<file path="config.mk">
export PLATFORM = sky130hd
export DESIGN_NAME = dram_cmd_sequencer
export DESIGN_NICKNAME = d
export VERILOG_FILES = /design/src/rtl/dram_cmd_sequencer.sv
export SDC_FILE = /design/constraint.sdc
export NUM_CORES = 2
export LEC_CHECK = 0
export BUFFER_PORTS_ARGS = -buffer_cell sky130_fd_sc_hd__buf_2
export CAP_MARGIN = 20
export CORE_ASPECT_RATIO = 0.7
export CORE_MARGIN = 10
export CORE_UTILIZATION = 40
export CTS_CLUSTER_DIAMETER = 30
export DETAILED_ROUTE_END_ITERATION = 8
export GPL_TIMING_DRIVEN = 1
export PLACE_DENSITY_LB_ADDON = 0.2
export SKIP_CTS_REPAIR_TIMING = 1
export SLEW_MARGIN = 10
export SYNTH_ARGS = -nofsm -noshare
export SYNTH_HDL_FRONTEND = slang
export SYNTH_SLANG_ARGS = --single-unit
export TNS_END_PERCENT = 1
</file>
<file path="constraint.sdc">
create_clock -name CLK -period 29.6 [get_ports CLK]
set_clock_uncertainty 0.2 [all_clocks]
set_input_delay 4.44 -clock CLK [delete_from_list [all_inputs] [get_ports CLK]]
set_output_delay 4.44 -clock CLK [all_outputs]
set_load 0.02 [all_outputs]
</file>
<file path="src/rtl/dram_cmd_sequencer.sv">
// Tracks the open row of every bank and issues PRE/ACT/RD/WR for one decoded request at a time.
// Latency: hit RD/WR 2 cycles after accept; empty adds ACT + T_RCD; conflict adds a tRAS-gated PRE + T_RP.
// Backpressure: req_ready is high only when idle; it returns T_CCD cycles after the RD/WR is issued.
module dram_cmd_sequencer #(
  parameter int RANK_BITS       = 1,
  parameter int BANK_GROUP_BITS = 2,
  parameter int BANK_BITS       = 2,
  parameter int ROW_BITS        = 15,
  parameter int COLUMN_BITS     = 10,
  parameter int T_RP            = 4,
  parameter int T_RCD           = 4,
  parameter int T_RAS           = 10,
  parameter int T_CCD           = 2
) (
  input  logic                       CLK,
  input  logic                       RST,
  input  logic                       req_valid,
  output logic                       req_ready,
  input  logic                       req_write,
  input  logic [RANK_BITS-1:0]       rank,
  input  logic [BANK_GROUP_BITS-1:0] BG,
  input  logic [BANK_BITS-1:0]       bank,
  input  logic [ROW_BITS-1:0]        row,
  input  logic [COLUMN_BITS-1:0]     col,
  output logic [2:0]                 cmd,
  output logic [RANK_BITS-1:0]       cmd_rank,
  output logic [BANK_GROUP_BITS-1:0] cmd_BG,
  output logic [BANK_BITS-1:0]       cmd_bank,
  output logic [ROW_BITS-1:0]        cmd_row,
  output logic [COLUMN_BITS-1:0]     cmd_col,
  output logic                       done
);

  localparam int IDX_BITS = RANK_BITS + BANK_GROUP_BITS + BANK_BITS;
  localparam int NB       = 1 << IDX_BITS;
  localparam int TMAX_A   = (T_RP > T_RCD) ? T_RP : T_RCD;
  localparam int TMAX_B   = (T_RAS > T_CCD) ? T_RAS : T_CCD;
  localparam int TMAX     = (TMAX_A > TMAX_B) ? TMAX_A : TMAX_B;
  localparam int CW       = $clog2(TMAX + 1);

  localparam logic [2:0] CMD_NOP = 3'd0;
  localparam logic [2:0] CMD_ACT = 3'd1;
  localparam logic [2:0] CMD_RD  = 3'd2;
  localparam logic [2:0] CMD_WR  = 3'd3;
  localparam logic [2:0] CMD_PRE = 3'd4;

  typedef enum logic [2:0] {
    S_IDLE, S_CHECK, S_PRE, S_WAIT_RP, S_ACT, S_WAIT_RCD, S_CAS, S_WAIT_CCD
  } state_t;

  typedef struct packed {
    logic                   write;
    logic [IDX_BITS-1:0]    idx;
    logic [ROW_BITS-1:0]    row;
    logic [COLUMN_BITS-1:0] col;
  } req_t;

  state_t                 state_q, state_d;
  logic [CW-1:0]          wait_q, wait_d;
  req_t                   req_q;
  logic [IDX_BITS-1:0]    cmd_idx_q, idx_d;
  logic [2:0]             cmd_d;
  logic [ROW_BITS-1:0]    row_d;
  logic [COLUMN_BITS-1:0] col_d;
  logic                   done_d;
  logic                   accept, act_fire, pre_fire;

  logic                   open_valid [NB];
  logic [ROW_BITS-1:0]    open_row   [NB];
  logic [CW-1:0]          ras_cnt    [NB];

  assign cmd_rank = cmd_idx_q[IDX_BITS-1 -: RANK_BITS];
  assign cmd_BG   = cmd_idx_q[BANK_BITS +: BANK_GROUP_BITS];
  assign cmd_bank = cmd_idx_q[BANK_BITS-1:0];

  // Next-state and next-output decode; each state's command lands on the bus one cycle later.
  always_comb begin
    state_d  = state_q;
    wait_d   = wait_q;
    cmd_d    = CMD_NOP;
    done_d   = 1'b0;
    idx_d    = cmd_idx_q;
    row_d    = cmd_row;
    col_d    = cmd_col;
    accept   = 1'b0;
    act_fire = 1'b0;
    pre_fire = 1'b0;
    case (state_q)
      S_IDLE: begin
        if (req_valid && req_ready) begin
          accept  = 1'b1;
          state_d = S_CHECK;
        end
      end
      S_CHECK: begin
        if (open_valid[req_q.idx] && open_row[req_q.idx] == req_q.row) state_d = S_CAS;
        else if (!open_valid[req_q.idx])                                state_d = S_ACT;
        else                                                            state_d = S_PRE;
      end
      S_PRE: begin
        // Row must stay open for tRAS after its ACT before it can be closed.
        if (ras_cnt[req_q.idx] == '0) begin
          cmd_d    = CMD_PRE;
          idx_d    = req_q.idx;
          pre_fire = 1'b1;
          if (T_RP > 1) begin
            state_d = S_WAIT_RP;
            wait_d  = CW'(T_RP - 2);
          end else begin
            state_d = S_ACT;
          end
        end
      end
      S_WAIT_RP: begin
        if (wait_q == '0) state_d = S_ACT;
        else              wait_d  = wait_q - CW'(1);
      end
      S_ACT: begin
        cmd_d    = CMD_ACT;
        idx_d    = req_q.idx;
        row_d    = req_q.row;
        act_fire = 1'b1;
        if (T_RCD > 1) begin
          state_d = S_WAIT_RCD;
          wait_d  = CW'(T_RCD - 2);
        end else begin
          state_d = S_CAS;
        end
      end
      S_WAIT_RCD: begin
        if (wait_q == '0) state_d = S_CAS;
        else              wait_d  = wait_q - CW'(1);
      end
      S_CAS: begin
        cmd_d   = req_q.write ? CMD_WR : CMD_RD;
        idx_d   = req_q.idx;
        col_d   = req_q.col;
        done_d  = 1'b1;
        state_d = S_WAIT_CCD;
        wait_d  = CW'(T_CCD - 1);
      end
      S_WAIT_CCD: begin
        // Holds T_CCD cycles so req_ready rises exactly T_CCD after the CAS appears.
        if (wait_q == '0) state_d = S_IDLE;
        else              wait_d  = wait_q - CW'(1);
      end
      default: state_d = S_IDLE;
    endcase
  end

  // State, request latch and registered command-bus outputs.
  always_ff @(posedge CLK or posedge RST) begin
    if (RST) begin
      state_q   <= S_IDLE;
      wait_q    <= '0;
      req_q     <= '0;
      req_ready <= 1'b1;
      cmd       <= CMD_NOP;
      done      <= 1'b0;
      cmd_idx_q <= '0;
      cmd_row   <= '0;
      cmd_col   <= '0;
    end else begin
      state_q   <= state_d;
      wait_q    <= wait_d;
      req_ready <= (state_d == S_IDLE);
      cmd       <= cmd_d;
      done      <= done_d;
      cmd_idx_q <= idx_d;
      cmd_row   <= row_d;
      cmd_col   <= col_d;
      if (accept) req_q <= {req_write, rank, BG, bank, row, col};
    end
  end

  // Per-bank open-row table; tRAS counters free-run down to zero and reload only on ACT.
  always_ff @(posedge CLK or posedge RST) begin
    if (RST) begin
      for (int i = 0; i < NB; i++) begin
        open_valid[i] <= 1'b0;
        open_row[i]   <= '0;
        ras_cnt[i]    <= '0;
      end
    end else begin
      for (int i = 0; i < NB; i++) begin
        if (act_fire && req_q.idx == IDX_BITS'(i)) begin
          open_valid[i] <= 1'b1;
          open_row[i]   <= req_q.row;
          ras_cnt[i]    <= CW'(T_RAS - 1);
        end else begin
          if (pre_fire && req_q.idx == IDX_BITS'(i)) open_valid[i] <= 1'b0;
          if (ras_cnt[i] != '0) ras_cnt[i] <= ras_cnt[i] - CW'(1);
        end
      end
    end
  end

endmodule

</file>
Word level (Yosys, flattened, before mapping)
Index checks and enable logic that the tools add are counted.

cells by class
  reductions and logical operators = 173
  equality and inequality tests = 41
  bitwise gates (word level) = 1
  muxes and demuxes = 159
  $add $sub $neg = 33
  $lt $le $gt $ge = 1

operators by type and width
  cell                                                      count
  two-way mux 4 bit                                         68
  nonzero test 4 bit                                        33
  subtractor 4 x 1 -> 4 bit, second input constant          33
  nonzero test 2 bit                                        65
  == test 5 bit, second input constant                      16
  binary-select mux 15 bit (select 5 bit)                   1
  two-way mux 1 bit                                         73
  logical AND 1 bit                                         66
  == test 5 x 4 -> 1 bit, second input constant             8
  two-way mux 15 bit                                        2
  two-way mux 3 bit                                         8
  case mux 3 bit (8 select lines)                           1
  binary-select mux 4 bit (select 5 bit)                    1
  == test 5 x 3 -> 1 bit, second input constant             4
  case mux 4 bit (4 select lines)                           1
  == test 15 bit                                            1
  == test 3 bit, second input constant                      4
  == test 5 x 2 -> 1 bit, second input constant             2
  case mux 5 bit (2 select lines)                           1
  case mux 3 bit (3 select lines)                           1
  zero test 4 bit                                           2
  == test 3 x 2 -> 1 bit, second input constant             2
  greater-or-equal comparator 6 bit, second input constant  1
  zero test 3 bit                                           2
  11 further kinds                                          12

word-level totals
  output and inout port bits = 35
  register bits = 713

Depth between registers and ports, before layout
  depth after elaboration = 10
  depth in mapped cells = 12
  depth with buffers taken out = 7

Least setup slack after synthesis
OpenSTA, ideal clock, no wires.

  path kind = input port to flip-flop
  from = in req_valid
  to = reg req_q[0] (netlist bit)
  arrival = 5,644 ps
  cell stages on the path = 5
  slack = 23,631 ps
  buffers on the path = 2
  path through = nand3_1 > nor2_1 > clkbuf_1 > buf_1 > mux2_2

between the ends
  word-level cells in the longest chain between the ends = 3

RTL lines
  what                    RTL line  text
  start: declaration      17        input logic req_valid,
  logical AND 1 bit       90        if (req_valid && req_ready) begin
  two-way mux 1 bit       90
  two-way mux 1 bit       88        case (state_q)
  end signal: assignment  172       if (accept) req_q <= {req_write, rank, BG, bank, row, col};
  end: declaration        60        req_t req_q;

Every way passes these cells.
A chain may end at the register's enable or synchronous reset.

==> flow_results.org <==
** Outcome
- Result of the run :: finished clean

** Routing
- Drt first pass iters :: 6
- Dividing the detail-routed via count by the number of cells gives 5.38.
- The first routing iteration left 2,751 violations.
- Overall routed net length :: 109,000 um
- DRC violations left :: 0
- Post-detailed-route wirelength per cell :: 22.2 um
- Once detail routing completed, the nets flagged for antenna violations numbered 0.
- The detailed router placed 26,300 vias in this run.

** Global route
- The initial antenna violation count is 0.
- Total global routing track utilization :: 22.1%
- The first global-routing pass estimated 166,000 um of wire.
- Entering global routing, the biggest net connects 167 pins.
- The total overflow left after global routing is 0.
- The via count of the first global-routing pass came to 25,400.

** STA
- The smallest clock period supported by the final layout is computed as 6.68 ns.
- Relative slew slack :: 21.8%
- Setup repair after global routing left no endpoint under its margin.
- Setup violations remaining at the end of the flow were counted as 0.
- The final-report hold violation count came to 0.
- Period utilisation layout :: 22.6%
- Fin worst setup slack :: 22.92 ns
- Derived from the worst setup path, the maximum achievable clock frequency is 0.150 GHz.
- At the pin with the least slew margin, the transition time is 1.17 ns.
- Across all hold checks on the routed design, the worst slack comes to 0.264 ns.
- Post-route setup TNS :: 0 ns
- The number of max-slew violations in the final report was 0.

** Layout
- In the final design database the tool counted 3,737 nets.
- Fin util :: 47.7%
- Finished layout cell area :: 40,100 um2
- Compared with the post-synthesis result, the final layout area differs by 18.1%.
- Share of cells above drive strength 1 :: 15.9%
- Antenna diode count :: 0

** Synthesis
- Ranking of synthesized cells by area :: sky130_fd_sc_hd__dfrtp_1 52%, sky130_fd_sc_hd__nand2_1 17%, sky130_fd_sc_hd__mux4_2 6.2%
- Fraction of the mapped netlist area in compound gates :: 4.79%
- Adder-cell share of the synthesized area :: 2.43%
- Summed instance area of the synthesized netlist :: 34,000 um2
- Xor-xnor portion of the synthesized cell area :: 1.06%
- For this run, the number of Yosys warnings is 0.
- Total nets after synthesis :: 3,668
- The synthesized design contains 712 register bits.
- After Yosys synthesis, and, or, nand and nor cells account for 22.7% of the synthesized area.
- Mean instance size in the synthesized netlist :: 9.52 um2
- Share of the synthesized area in the top cell type :: 52.4%
- Portion of netlist area occupied by mux cells :: 12.8%
- Number of synthesized flops with an enable pin :: 0
- Share of flip-flops with an asynchronous set or reset after synthesis :: 100%
- After synthesis, the largest family of logic cells by area is simple AND/OR/NAND/NOR gates.
- Sequential cells were found to cover 52.5% of the synthesized design area.
- Post-synth cell types :: 71
- Synthesis produced a netlist whose cell count is 3,568.
- Biggest area consumer among synthesized cells :: sky130_fd_sc_hd__dfrtp_1
- In the synthesized netlist the dominant register cell turns out to be sky130_fd_sc_hd__dfrtp_1.

** Floorplan
- Effective utilization at floorplan :: 40.3%
- I/O pin count :: 69
- Site row count :: 89
- In this run the horizontal extent of the chip is 368 um.
- Die height :: 264 um
- The die covers 97,200 um2.
- The region available for standard cell placement spans 84,200 um2.

** Worst hold path
- The worst hold path belongs to the class reg -> reg.
- In this run the most critical hold path is launched from open_row[229].
- The worst hold path passes through 2 cells.
- The path with the worst hold slack has its endpoint at open_row[229].

** Clocking
- CTS clock-pin slew for the worst setup and hold paths :: 0.05 ns
- The clock net in this run drives a total of 712 sinks.
- TritonCTS built the clock tree.
- Skew-Pair Late Insertion Delay :: 0.71 ns
- No sink is reached through more buffers than the 3 on the longest clock path.
- Number of buffers created by CTS :: 133
- In this run the number of H-tree levels came out at 4.
- The root buffer cell chosen for the clock tree is sky130_fd_sc_hd__clkbuf_16.

** Place
- Number of input and output port buffers inserted :: 68
- HPWL after detailed placement :: 66,800 um
- Once placement finished, the instance area stood at 35,400 um2.
- Routability congestion estimate from global placement :: 0.869
- Prior to clock tree synthesis, the placed netlist has a worst setup slack of 22.07 ns.

** Power and ir drop
- Power density cells :: 96.6 nW/um2
- Across the VDD grid, the largest voltage drop is 58.0 uV.
- Leakage power :: 20.5 nW

** Worst setup path
- Reg-to-Reg Start :: req_q[25]
- Worst Setup End Kind :: asynchronous set/reset pin
- Together, buffers and inverters on the worst path number 4.
- For this design, the slowest cell found on the critical path is sky130_fd_sc_hd__buf_4.
- Worst stage delay on the critical path :: 0.89 ns
- CP required :: 30.03 ns
- At the worst endpoint, the arrival time is 7.11 ns.
- STA classifies the critical path startpoint as a primary input.
- Counting cells, the worst reg-to-reg path comes to 9.
- Cell Chain, Critical Path :: buf_2 -> inv_8 -> buf_12 -> buf_4
- Largest delay contributor family on the critical path :: buffers and inverters
- Largest fanout on the critical path :: 166
- The critical path is of the in -> async type.
- In this run the register-to-register setup slack is 24.33 ns.
- In this run the critical register-to-register path is captured at open_valid[25].

** Run
- The tool flagged a number of max-cap violations equal to 0.
## metrics by stage
step                      cells  power [mW]
after CTS                  4878        3.89
final                      4882        3.88
after global placement     4632        2.28
after global routing       4882        4.09
after detailed placement   4635        2.29
after floorplan            3568        2.04
## synthesized netlist by cell type, types with 3 or more instances
library cell and number:
sky130_fd_sc_hd__buf_12 3, sky130_fd_sc_hd__buf_4 20, sky130_fd_sc_hd__nand2b_1 37, sky130_fd_sc_hd__o221ai_1 9, sky130_fd_sc_hd__a211o_1 24, sky130_fd_sc_hd__nor2_1 206, sky130_fd_sc_hd__mux4_2 93, sky130_fd_sc_hd__a21boi_0 3
sky130_fd_sc_hd__a32o_1 3, sky130_fd_sc_hd__nand4_1 5, sky130_fd_sc_hd__ha_1 66, sky130_fd_sc_hd__xor2_1 5, sky130_fd_sc_hd__buf_1 24, sky130_fd_sc_hd__mux2i_1 68, sky130_fd_sc_hd__mux4_1 17, sky130_fd_sc_hd__nor3b_1 3
sky130_fd_sc_hd__nor3_1 56, sky130_fd_sc_hd__nor2b_1 11, sky130_fd_sc_hd__and3b_1 5, sky130_fd_sc_hd__mux2_2 98, sky130_fd_sc_hd__a221oi_1 8, sky130_fd_sc_hd__xnor2_1 36, sky130_fd_sc_hd__a22o_1 9, sky130_fd_sc_hd__and3_1 3
sky130_fd_sc_hd__clkbuf_1 134, sky130_fd_sc_hd__o22ai_1 10, sky130_fd_sc_hd__a21oi_1 40, sky130_fd_sc_hd__o211ai_1 4, sky130_fd_sc_hd__inv_1 74, sky130_fd_sc_hd__nand3_1 16, sky130_fd_sc_hd__dfrtp_1 711, sky130_fd_sc_hd__or2_2 4
sky130_fd_sc_hd__a22oi_1 26, sky130_fd_sc_hd__buf_2 13, sky130_fd_sc_hd__a211oi_1 5, sky130_fd_sc_hd__nand2_1 1559, sky130_fd_sc_hd__a31oi_1 4, sky130_fd_sc_hd__buf_6 7, sky130_fd_sc_hd__o21ai_0 81, sky130_fd_sc_hd__or3_1 27
## logic make-up after synthesis
family | after synthesis
and+or+nand+nor | 1947
muxes | 277
AOI/OAI and AO/OA | 246
DFF | 712
buffers and inverters | 279
adders and majority gates | 66
xor gates and xnor gates | 41
## worst max path at each step
stage / from / end / slack [ns] / cells after the start
detailed placement: RST / req_q[25] / 22.07 / 4
finish: RST / req_q[19] / 22.92 / 4
global placement: RST / req_q[25] / 22.07 / 4
floorplan: RST / cmd[0] / 4.99 / 1
CTS: RST / req_q[25] / 22.82 / 4
global route: RST / req_q[25] / 22.57 / 4
## layout make-up
class	instances	area, um2
inverters	76	293
fillers	7850	44100
flip-flops and latches	712	17800
multi-input cells	2577	14900
clock buffers	170	3730
well taps	1137	1420
clock inverters	73	950
repair buffers	137	941
## routing by layer
layer	part of all wire [%]	global-route usage (%)	up-vias
met1	47	33.3	13100
met2	41	30.6	1081
met3	9.7	5.87	170
met5	0	0	-
met4	2.3	6.38	0
li1	-	-	11900
## where the power goes
part	leakage (nW)	switching [mW]	internal (mW)	total [mW]
clock	2.27	0.538	1.05	1.59
sequential	9.48	0.168	1.22	1.38
combinational	8.71	0.514	0.391	0.904
total	20.5	1.22	2.66	3.88
## cells in the final DEF (no fill, tap or decap), types with 6 or more instances in the layout
cell,instances
sky130_fd_sc_hd__o22ai_1,10
sky130_fd_sc_hd__nand2b_1,37
sky130_fd_sc_hd__mux4_1,17
sky130_fd_sc_hd__ha_1,66
sky130_fd_sc_hd__a22oi_1,26
sky130_fd_sc_hd__o21ai_0,81
sky130_fd_sc_hd__inv_1,73
sky130_fd_sc_hd__nor3_1,55
sky130_fd_sc_hd__nand2_1,1559
sky130_fd_sc_hd__mux2i_1,68
sky130_fd_sc_hd__xnor2_1,36
sky130_fd_sc_hd__nor2b_1,11
sky130_fd_sc_hd__a211o_1,24
sky130_fd_sc_hd__clkbuf_16,138
sky130_fd_sc_hd__a22o_1,9
sky130_fd_sc_hd__clkinvlp_4,14
sky130_fd_sc_hd__clkinv_2,22
sky130_fd_sc_hd__dfrtp_1,703
sky130_fd_sc_hd__or3_1,27
sky130_fd_sc_hd__clkbuf_8,16
sky130_fd_sc_hd__nor2_2,17
sky130_fd_sc_hd__buf_2,68
sky130_fd_sc_hd__buf_4,61
sky130_fd_sc_hd__nor2_1,189
sky130_fd_sc_hd__o221ai_1,9
sky130_fd_sc_hd__mux4_2,93
sky130_fd_sc_hd__inv_6,11
sky130_fd_sc_hd__a21oi_1,40
sky130_fd_sc_hd__mux2_2,98
sky130_fd_sc_hd__bufinv_16,18
sky130_fd_sc_hd__a221oi_1,8
sky130_fd_sc_hd__clkbuf_1,16
sky130_fd_sc_hd__nand3_1,16
sky130_fd_sc_hd__dfrtp_2,6
## worst min-delay path: stages (launching register included)
cell and delay [ns]:
sky130_fd_sc_hd__dfrtp_1 0.33, sky130_fd_sc_hd__nand2_1 0.05, sky130_fd_sc_hd__nand2_1 0.05
## state kept, by name, summed over array words and instances, names as in the netlist
signal and flops:
cmd_col 10, cmd 3, ras_cnt 128, cmd_row 15
req_q 31, wait_q 4, state_q 3, open_valid 32
req_ready 1, open_row 480, cmd_idx_q 5
Power figures use the tool's default switching activity.
